## config.mk

```make
export PLATFORM = sky130hd
export DESIGN_NAME = adj_button_scheduler
export DESIGN_NICKNAME = d
export VERILOG_FILES = /design/src/rtl/fun_vga_pkg.sv /design/src/rtl/btn_debounce.sv /design/src/rtl/adj_button_scheduler.sv
export SDC_FILE = /design/constraint.sdc
export NUM_CORES = 1
export LEC_CHECK = 0
export ABC_AREA = 1
export BUFFER_PORTS_ARGS = -buffer_cell sky130_fd_sc_hd__buf_2
export CAP_MARGIN = 20
export CORE_MARGIN = 2
export CORE_UTILIZATION = 50
export CTS_BUF_LIST = sky130_fd_sc_hd__clkbuf_2 sky130_fd_sc_hd__clkbuf_4 sky130_fd_sc_hd__clkbuf_8
export DETAILED_ROUTE_END_ITERATION = 12
export PLACE_DENSITY = 0.68
export SYNTH_ARGS = -nofsm -noshare
export SYNTH_HDL_FRONTEND = slang
export SYNTH_SLANG_ARGS = --single-unit
export TNS_END_PERCENT = 1
```

## constraint.sdc

```tcl
create_clock -name clk -period 1.4 [get_ports clk]
set_input_delay 0.14 -clock clk [delete_from_list [all_inputs] [get_ports clk]]
set_output_delay 0.14 -clock clk [all_outputs]
set_load 0.01 [all_outputs]
```

## src/rtl/fun_vga_pkg.sv

```systemverilog
// Shared definitions for the adjust-button scheduler: FSM state encoding,
// active_sel encodings, parameter defaults and small grant/decode helpers.
package fun_vga_pkg;

    // Parameter defaults (all legal in 1..63)
    localparam int DEF_DEBOUNCE_FRAMES = 3;
    localparam int DEF_REPEAT_DELAY    = 30;
    localparam int DEF_REPEAT_RATE     = 6;

    // Width of every frame counter in this block
    localparam int CNT_W = 6;

    // Scheduler states
    typedef enum logic [1:0] {
        ST_IDLE     = 2'd0,
        ST_DELAY    = 2'd1,
        ST_REPEAT   = 2'd2,
        ST_WAIT_REL = 2'd3
    } sched_state_e;

    // active_sel encodings
    localparam logic [1:0] SEL_NONE = 2'd0;
    localparam logic [1:0] SEL_HRS  = 2'd1;
    localparam logic [1:0] SEL_MIN  = 2'd2;
    localparam logic [1:0] SEL_SEC  = 2'd3;

    // Fixed-priority grant: hrs > min > sec. lvl is {sec, min, hrs}.
    function automatic logic [1:0] grant_sel(input logic [2:0] lvl);
        logic [1:0] sel;
        sel = SEL_NONE;
        if (lvl[0])
            sel = SEL_HRS;
        else if (lvl[1])
            sel = SEL_MIN;
        else if (lvl[2])
            sel = SEL_SEC;
        return sel;
    endfunction

    // Decode a selection into a {sec, min, hrs} one-hot pulse vector
    function automatic logic [2:0] sel_onehot(input logic [1:0] sel);
        logic [2:0] oh;
        case (sel)
            SEL_HRS: oh = 3'b001;
            SEL_MIN: oh = 3'b010;
            SEL_SEC: oh = 3'b100;
            default: oh = 3'b000;
        endcase
        return oh;
    endfunction

    // Debounced level of the currently selected button
    function automatic logic sel_level(input logic [1:0] sel, input logic [2:0] lvl);
        return |(sel_onehot(sel) & lvl);
    endfunction

endpackage

```

## src/rtl/btn_debounce.sv

```systemverilog
// Two-flop synchronizer followed by a frame-tick debouncer for one raw
// button. The debounced level flips only after DEBOUNCE_FRAMES consecutive
// frame ticks on which the synchronized level disagreed with it.
module btn_debounce
    import fun_vga_pkg::*;
#(
    parameter int DEBOUNCE_FRAMES = DEF_DEBOUNCE_FRAMES
) (
    input  logic clk,
    input  logic rst_n,
    input  logic frame_tick,
    input  logic btn_raw,
    output logic level
);

    localparam logic [CNT_W-1:0] LAST_CNT = CNT_W'(DEBOUNCE_FRAMES - 1);

    logic             sync_p0;
    logic             sync_p1;
    logic [CNT_W-1:0] run_cnt;
    logic             level_q;

    // Bring the asynchronous button into the clk domain
    always_ff @(posedge clk or negedge rst_n) begin
        if (!rst_n) begin
            sync_p0 <= 1'b0;
            sync_p1 <= 1'b0;
        end else begin
            sync_p0 <= btn_raw;
            sync_p1 <= sync_p0;
        end
    end

    // Count consecutive disagreeing ticks; any agreeing tick restarts the run
    always_ff @(posedge clk or negedge rst_n) begin
        if (!rst_n) begin
            run_cnt <= '0;
            level_q <= 1'b0;
        end else if (frame_tick) begin
            if (sync_p1 != level_q) begin
                if (run_cnt == LAST_CNT) begin
                    level_q <= sync_p1;
                    run_cnt <= '0;
                end else begin
                    run_cnt <= run_cnt + 6'd1;
                end
            end else begin
                run_cnt <= '0;
            end
        end
    end

    assign level = level_q;

endmodule

```

## src/rtl/adj_button_scheduler.sv

```systemverilog
// Adjust-button scheduler: debounces the hrs/min/sec buttons, grants one of
// them by fixed priority and issues a single adjust pulse on grant, then
// auto-repeat pulses after REPEAT_DELAY ticks and every REPEAT_RATE ticks
// while the granted button stays held. After the granted button is released
// the scheduler waits until all buttons are released before re-arming.
module adj_button_scheduler
    import fun_vga_pkg::*;
#(
    parameter int DEBOUNCE_FRAMES = DEF_DEBOUNCE_FRAMES,
    parameter int REPEAT_DELAY    = DEF_REPEAT_DELAY,
    parameter int REPEAT_RATE     = DEF_REPEAT_RATE
) (
    input  logic       clk,
    input  logic       rst_n,
    input  logic       frame_tick,
    input  logic       btn_hrs,
    input  logic       btn_min,
    input  logic       btn_sec,
    output logic       adj_hrs,
    output logic       adj_min,
    output logic       adj_sec,
    output logic [1:0] active_sel,
    output logic       busy
);

    localparam logic [CNT_W-1:0] DELAY_LOAD = CNT_W'(REPEAT_DELAY);
    localparam logic [CNT_W-1:0] RATE_LOAD  = CNT_W'(REPEAT_RATE);

    // Debounced levels, packed as {sec, min, hrs}
    logic [2:0]       lvl;

    sched_state_e     state_q;
    sched_state_e     state_nxt;
    logic [CNT_W-1:0] cnt_q;
    logic [CNT_W-1:0] cnt_nxt;
    logic [1:0]       sel_q;
    logic [1:0]       sel_nxt;
    logic             fire;
    logic [2:0]       adj_q;
    logic [2:0]       adj_nxt;

    btn_debounce #(.DEBOUNCE_FRAMES(DEBOUNCE_FRAMES)) u_deb_hrs (
        .clk        (clk),
        .rst_n      (rst_n),
        .frame_tick (frame_tick),
        .btn_raw    (btn_hrs),
        .level      (lvl[0])
    );

    btn_debounce #(.DEBOUNCE_FRAMES(DEBOUNCE_FRAMES)) u_deb_min (
        .clk        (clk),
        .rst_n      (rst_n),
        .frame_tick (frame_tick),
        .btn_raw    (btn_min),
        .level      (lvl[1])
    );

    btn_debounce #(.DEBOUNCE_FRAMES(DEBOUNCE_FRAMES)) u_deb_sec (
        .clk        (clk),
        .rst_n      (rst_n),
        .frame_tick (frame_tick),
        .btn_raw    (btn_sec),
        .level      (lvl[2])
    );

    // State, repeat counter, grant and registered pulses
    always_ff @(posedge clk or negedge rst_n) begin
        if (!rst_n) begin
            state_q <= ST_IDLE;
            cnt_q   <= '0;
            sel_q   <= SEL_NONE;
            adj_q   <= 3'b000;
        end else begin
            state_q <= state_nxt;
            cnt_q   <= cnt_nxt;
            sel_q   <= sel_nxt;
            adj_q   <= adj_nxt;
        end
    end

    // Next-state decision; nothing moves except on a frame tick. A release
    // seen on the same tick as counter expiry wins, so no pulse is issued.
    always_comb begin
        state_nxt = state_q;
        cnt_nxt   = cnt_q;
        sel_nxt   = sel_q;
        fire      = 1'b0;
        if (frame_tick) begin
            case (state_q)
                ST_IDLE: begin
                    if (|lvl) begin
                        sel_nxt   = grant_sel(lvl);
                        cnt_nxt   = DELAY_LOAD;
                        state_nxt = ST_DELAY;
                        fire      = 1'b1;
                    end
                end
                ST_DELAY, ST_REPEAT: begin
                    if (!sel_level(sel_q, lvl)) begin
                        state_nxt = ST_WAIT_REL;
                    end else if (cnt_q == 6'd1) begin
                        cnt_nxt   = RATE_LOAD;
                        state_nxt = ST_REPEAT;
                        fire      = 1'b1;
                    end else if (cnt_q > 6'd1) begin
                        cnt_nxt   = cnt_q - 6'd1;
                    end
                end
                ST_WAIT_REL: begin
                    if (lvl == 3'b000) begin
                        sel_nxt   = SEL_NONE;
                        state_nxt = ST_IDLE;
                    end
                end
                default: begin
                    state_nxt = ST_IDLE;
                    sel_nxt   = SEL_NONE;
                end
            endcase
        end
    end

    // Pulse decode: only the granted button can ever pulse
    always_comb begin
        adj_nxt = 3'b000;
        if (fire)
            adj_nxt = sel_onehot(sel_nxt);
    end

    assign adj_hrs    = adj_q[0];
    assign adj_min    = adj_q[1];
    assign adj_sec    = adj_q[2];
    assign active_sel = sel_q;
    assign busy       = (state_q != ST_IDLE);

endmodule

```

# Word level (Yosys, flattened, before mapping)
# Index checks and enable logic that the tools add are counted.
# totals
elab_cells,88
input_bits,6
regBits,40
output_inout_bits,6
# classes
reduce_logical,12
order_cmp,1
bitwise_logic,1
n_mux,33
n_addsub,4
eq_ne,21
# ops
cell,count
$mux W6,10
$mux W2,10
$add A6 B1 Y6 const B,3
$eq A6 B2 Y1 const B,3
$pmux W3 S3,2
$eq A2 B2 Y1 const B,6
$pmux W6 S2,1
$mux W3,3
$reduce_and A3 Y1,3
$eq A2 B1 Y1 const B,3
$eq A6 B1 Y1 const B,1
$gt A6 B1 Y1 const B,1
$ne A2 B2 Y1 const B,3
$ne A3 B3 Y1 const B,2
$pmux W2 S3,1
$reduce_or A3 Y1,2
$sub A6 B1 Y6 const B,1
$reduce_and A5 Y1,1
$mux W1,4
$pmux W2 S2,1
$reduce_and A4 Y1,1
$reduce_bool A2 Y1,2
$and A3 B3 Y3,1
$logic_not A3 Y1,1
4 further kinds,6

# Depth between registers and ports, before layout
# logic_depth
depth_word,10
mapped_depth,11
ltp_nobuf,10

# Cells and area by module
# A second synthesis with hierarchy kept.
# hier_totals
cells_unflattened,298
area_unflattened_um2,2464.9
# by_module_without_submodules
mod,seq_area_each_um2,cells_per_inst,area_each_um2,n_inst
btn_debounce,225.2,54,484.2,3
adj_button_scheduler,325.3,136,1012.2,1

# Least setup slack after synthesis
# OpenSTA, ideal clock, no wires.
# synth_timing
path_kind,reg-to-reg
from,reg state_q[0]
to,reg adj_q[0]
synth_period_minus_slack_ps,1445
path_stages_with_launch,12
t_required_ps,1282
path_slack_ps,-45
path_buffers,1
arrival_time_ps,1327
path_cell_list,dfrtp_1 inv_1 ha_1 buf_6 inv_2 nand2_1 nor2_1 o21ai_1 nand2_2 inv_1 nand2_1 nor2_1
# synth_between
elab_chain_len,6
# synth_rtl
element,line_no,source
from (decl),adj_button_scheduler.sv:32,sched_state_e state_q;
from (signal assigned),adj_button_scheduler.sv:74,state_q <= state_nxt;
$eq A2 B2 Y1 or $logic_not A2 Y1 (tied branches),adj_button_scheduler.sv:89,case (state_q)
$pmux W2 S2 *,adj_button_scheduler.sv:89,
$mux W2 *,adj_button_scheduler.sv:88,if (frame_tick) begin
net sel_nxt[1],adj_button_scheduler.sv:37,logic [1:0] sel_nxt;
$eq A2 B2 Y1 or $eq A2 B1 Y1 (tied branches),fun_vga_pkg.sv:43,case (sel)
$pmux W3 S3 *,fun_vga_pkg.sv:43,
$mux W3 *,adj_button_scheduler.sv:126,if (fire)
net adj_nxt[0],adj_button_scheduler.sv:40,logic [2:0] adj_nxt;
to (signal assigned),adj_button_scheduler.sv:77,adj_q <= adj_nxt;
to (decl),adj_button_scheduler.sv:39,logic [2:0] adj_q;
# The timed path passes the listed nets; every way through them passes the cells marked *.
# A chain may end at the register's enable or synchronous reset.

# Worst setup path in the final report
# layout_timing
from,reg state_q[1]
to,reg cnt_q[4]
# layout_between
elab_chain_len,4
# layout_rtl
element,line_no,source
$eq A2 B1 Y1 or $eq A2 B2 Y1 (tied branches),adj_button_scheduler.sv:89,
$reduce_or A2 Y1,adj_button_scheduler.sv:89,
$ne A3 B3 Y1 (no line) (tied with other cells),-,
$reduce_and A5 Y1 (no line),-,
to (signal assigned),adj_button_scheduler.sv:75,cnt_q <= cnt_nxt;
to (decl),adj_button_scheduler.sv:34,logic [CNT_W-1:0] cnt_q;
# Several ways; a longest one is shown, not always the timed one.

==> impl_metrics.json <==
{
  "status": "complete, no violations",
  "leakage_nw": 1.24,
  "routed_wl_mm": 3.94,
  "antenna_left": 0,
  "final_util_pct": 62.7,
  "multi_input_area_um2": 1090,
  "hold_end": "u_deb_hrs.run_cnt[0]$_DFFE_PN0P_",
  "arrival_ns": 1.58,
  "hold_path.startpoint": "frame_tick",
  "r2r_end": "cnt_q[4]$_DFFE_PN0P_",
  "die_h_um": 69.9,
  "initial_utilization_pct": 53.2,
  "first_iter_violations": 92,
  "grt_remaining_overflow": 0,
  "relSlewSlack_pct": 74.3,
  "wire_per_inst_um": 11.7,
  "setup_viol": 0,
  "vias_per_cell": 5.05,
  "drv_slew": 0,
  "finalWeightedCongestion": 0.868,
  "tritoncts": "done",
  "pre_cts_ws_ns": -0.0639,
  "critPathLaunch": "state_q[1]$_DFFE_PN0P_",
  "cts.htree.levels": 2,
  "synth_compound_area_share_pct": 4.38,
  "dp_hpwl_mm": 2.92,
  "powerDensity_nw_per_um2": 2050,
  "synth_common_cells": "nand2_1, dfrtp_1, nor2_1",
  "synth-main-ff-cell": "dfrtp_1",
  "cts_buffers": 5,
  "antenna_found_initial": 0,
  "crit_path_start_kind": "flip-flop",
  "rows": 23,
  "max_slew.worst_pin.slew_ns": 0.386,
  "clkTransAtPathRegs_ns": 0.08,
  "cts_root_buf": "clkbuf_8",
  "path_class": "flip-flop to flip-flop",
  "yosys.area_share.simple_pct": 31.9,
  "synth_top_area_share_pct": 46.1,
  "syn_area_um2": 2170,
  "core_area_um2": 4090,
  "yosysTopAreaCell": "dfrtp_1",
  "fin_ws_ns": 0.0515,
  "insertion_delay_ns": 0.29,
  "syn2layout_area_growth_pct": 18.0,
  "synth_top_family_by_area": "simple AND/OR/NAND/NOR gates",
  "r2r_slack_ns": 0.05,
  "diodes": 0,
  "post-route-drc-count": 0,
  "io-pin-count": 12,
  "synth_area_leaders": "dfrtp_1, nand2_1, ha_1, nand3_1, nor2_1",
  "vias": 1698,
  "synth_seq_cells": 40,
  "max_freq_ghz": 0.742,
  "dp_cells": 322,
  "ir_drop_mv": 1.42,
  "fin_cells": 336,
  "grt_pass1_wl_mm": 7.23,
  "period_share_pct": 96.3,
  "seq_area_frac_synth_pct": 46.1,
  "synthXorXnorAreaFrac_pct": 5.24,
  "synth_edf_count": 0,
  "crit_required_ns": 1.63,
  "path_max_fanout": 6,
  "clock_sinks": 40,
  "reg2reg_from": "state_q[1]$_DFFE_PN0P_",
  "syn_inst": 257,
  "ys_warn_count": 0,
  "rsz0062_at_grt": "yes",
  "syn_avg_cell_area_um2": 8.46,
  "synth_mux_area_share_pct": 0,
  "endpoint_kind": "flip-flop",
  "grt_use_total_pct": 18.4,
  "grt_max_degree": 26,
  "r2r.worst_path.cells": 7,
  "finClkSkew_ns": 0.00611,
  "syn_nets": 274,
  "async_flop_share_pct": 100,
  "grt_pass1_vias": 1646,
  "hp-class": "primary input to flip-flop",
  "dieArea_um2": 4890,
  "drv_cap": 0,
  "final-seq-area_um2": 1000,
  "drt-pass1-iter-count": 4,
  "synthAdderAreaFrac_pct": 6.33,
  "drive_above_1_share_pct": 21.0,
  "period_minus_slack_ns": 1.35,
  "yosysMostFrequentCell": "nand2_1",
  "fillers": 353,
  "layout.nets": 302,
  "finalHoldViolations": 0,
  "cts_buffer_depth": 2,
  "dieWidth_um": 69.9,
  "io_buffers": 11,
  "synthDistinctLibCells": 26,
  "hold_depth": 3
}
layout by cell type, fill, tap and decap left out, types with 2 or more instances in the layout:
cell	n
a21oi_1	9
buf_2	11
buf_4	9
clkbuf_8	6
dfrtp_1	40
dlygate4sd3_1	4
ha_1	9
inv_1	21
inv_2	5
nand2_1	48
nand2_2	7
nand3_1	25
nand3_2	2
nand3_4	2
nand4_1	11
nor2_1	29
nor2_2	4
nor2_4	3
nor3_1	3
o21ai_0	4
o21ai_1	6
or2_1	3
or2_2	3
xnor2_1	3
xor2_1	10
repair_timing:
action                                  4_1_cts  5_1_grt
setup buffers                                 0        2
endpoints found under the setup margin       11       11
pin swaps                                     1        4
hold buffers                                  4        0
resized for setup                             3       11
cloned                                        0        0
endpoints found under the hold margin        18        0
worst max path at each step:
stage / to / slack [ns] / cells past startpoint
2_1_floorplan: adj_q[0]$_DFF_PN0_ / -0.02 / 11
3_3_place_gp: cnt_q[5]$_DFFE_PN0P_ / -0.03 / 7
3_5_place_dp: cnt_q[0]$_DFFE_PN0P_ / -0.06 / 7
4_1_cts: cnt_q[4]$_DFFE_PN0P_ / 0.02 / 7
5_1_grt: cnt_q[4]$_DFFE_PN0P_ / -0.04 / 8
6_report: cnt_q[4]$_DFFE_PN0P_ / 0.05 / 7
per-stage QoR:
step / setup TNS [ns] / hold slack (ns) / area, µm² / total power, mW
2_1_floorplan: -0.0213 / -0.156 / 2180 / 3.44
3_3_place_gp: -0.169 / 0.0831 / 2330 / 3.98
3_5_place_dp: -0.363 / 0.0861 / 2330 / 4.02
4_1_cts: 0 / 0.199 / 2520 / 5.13
5_1_grt: -0.279 / 0.223 / 2560 / 5.73
6_report: 0 / 0.204 / 2560 / 5.24
final cells by class:
cell class / count / share of cell area, %
multi-input cells: 186 / 42.6
inverters: 27 / 4.05
clock inverters: 2 / 1.51
repair buffers: 25 / 7.13
clock buffers: 6 / 3.22
well taps: 50 / 2.44
flip-flops and latches: 40 / 39.0
critical path, cell delays in order (launching register included):
cell,delay [ns]
dfrtp_1,0.36
inv_2,0.05
ha_4,0.29
nor2_1,0.05
nand3b_1,0.19
nor2_4,0.16
nand3_1,0.10
nand2_1,0.08
state kept, by name (all words and copies together) (netlist names), 2 cells and up:
signal             flops
cnt_q                  6
u_deb_min.run_cnt      6
adj_q                  3
u_deb_hrs.run_cnt      6
u_deb_sec.run_cnt      6
active_sel             2
state_q                2
logic make-up (layout without fill, tap and decap cells):
logic type / Yosys count / count (layout)
adders and majority gates: 11 / 11
xor gates and xnor gates: 13 / 13
and+or+nand+nor: 143 / 143
buffers and inverters: 31 / 60
DFF: 40 / 40
AOI/OAI and AO/OA: 19 / 19
layer usage:
metal	GRT usage, %	share of wire [%]	wire length (µm)	up-vias
met4	7.05	1.6	65	0
met5	0	0	0	-
met2	28.6	47	1870	21
li1	-	-	-	888
met3	4.47	2.8	112	6
met1	24.8	48	1900	783
power breakdown:
part	leakage, nW	internal (mW)	switching (mW)
Clock	0.0614	0.583	0.410
Sequential	0.513	1.45	0.317
Combinational	0.669	1.06	1.43
Total	1.24	3.08	2.16
(Power assumes the default switching activity.)
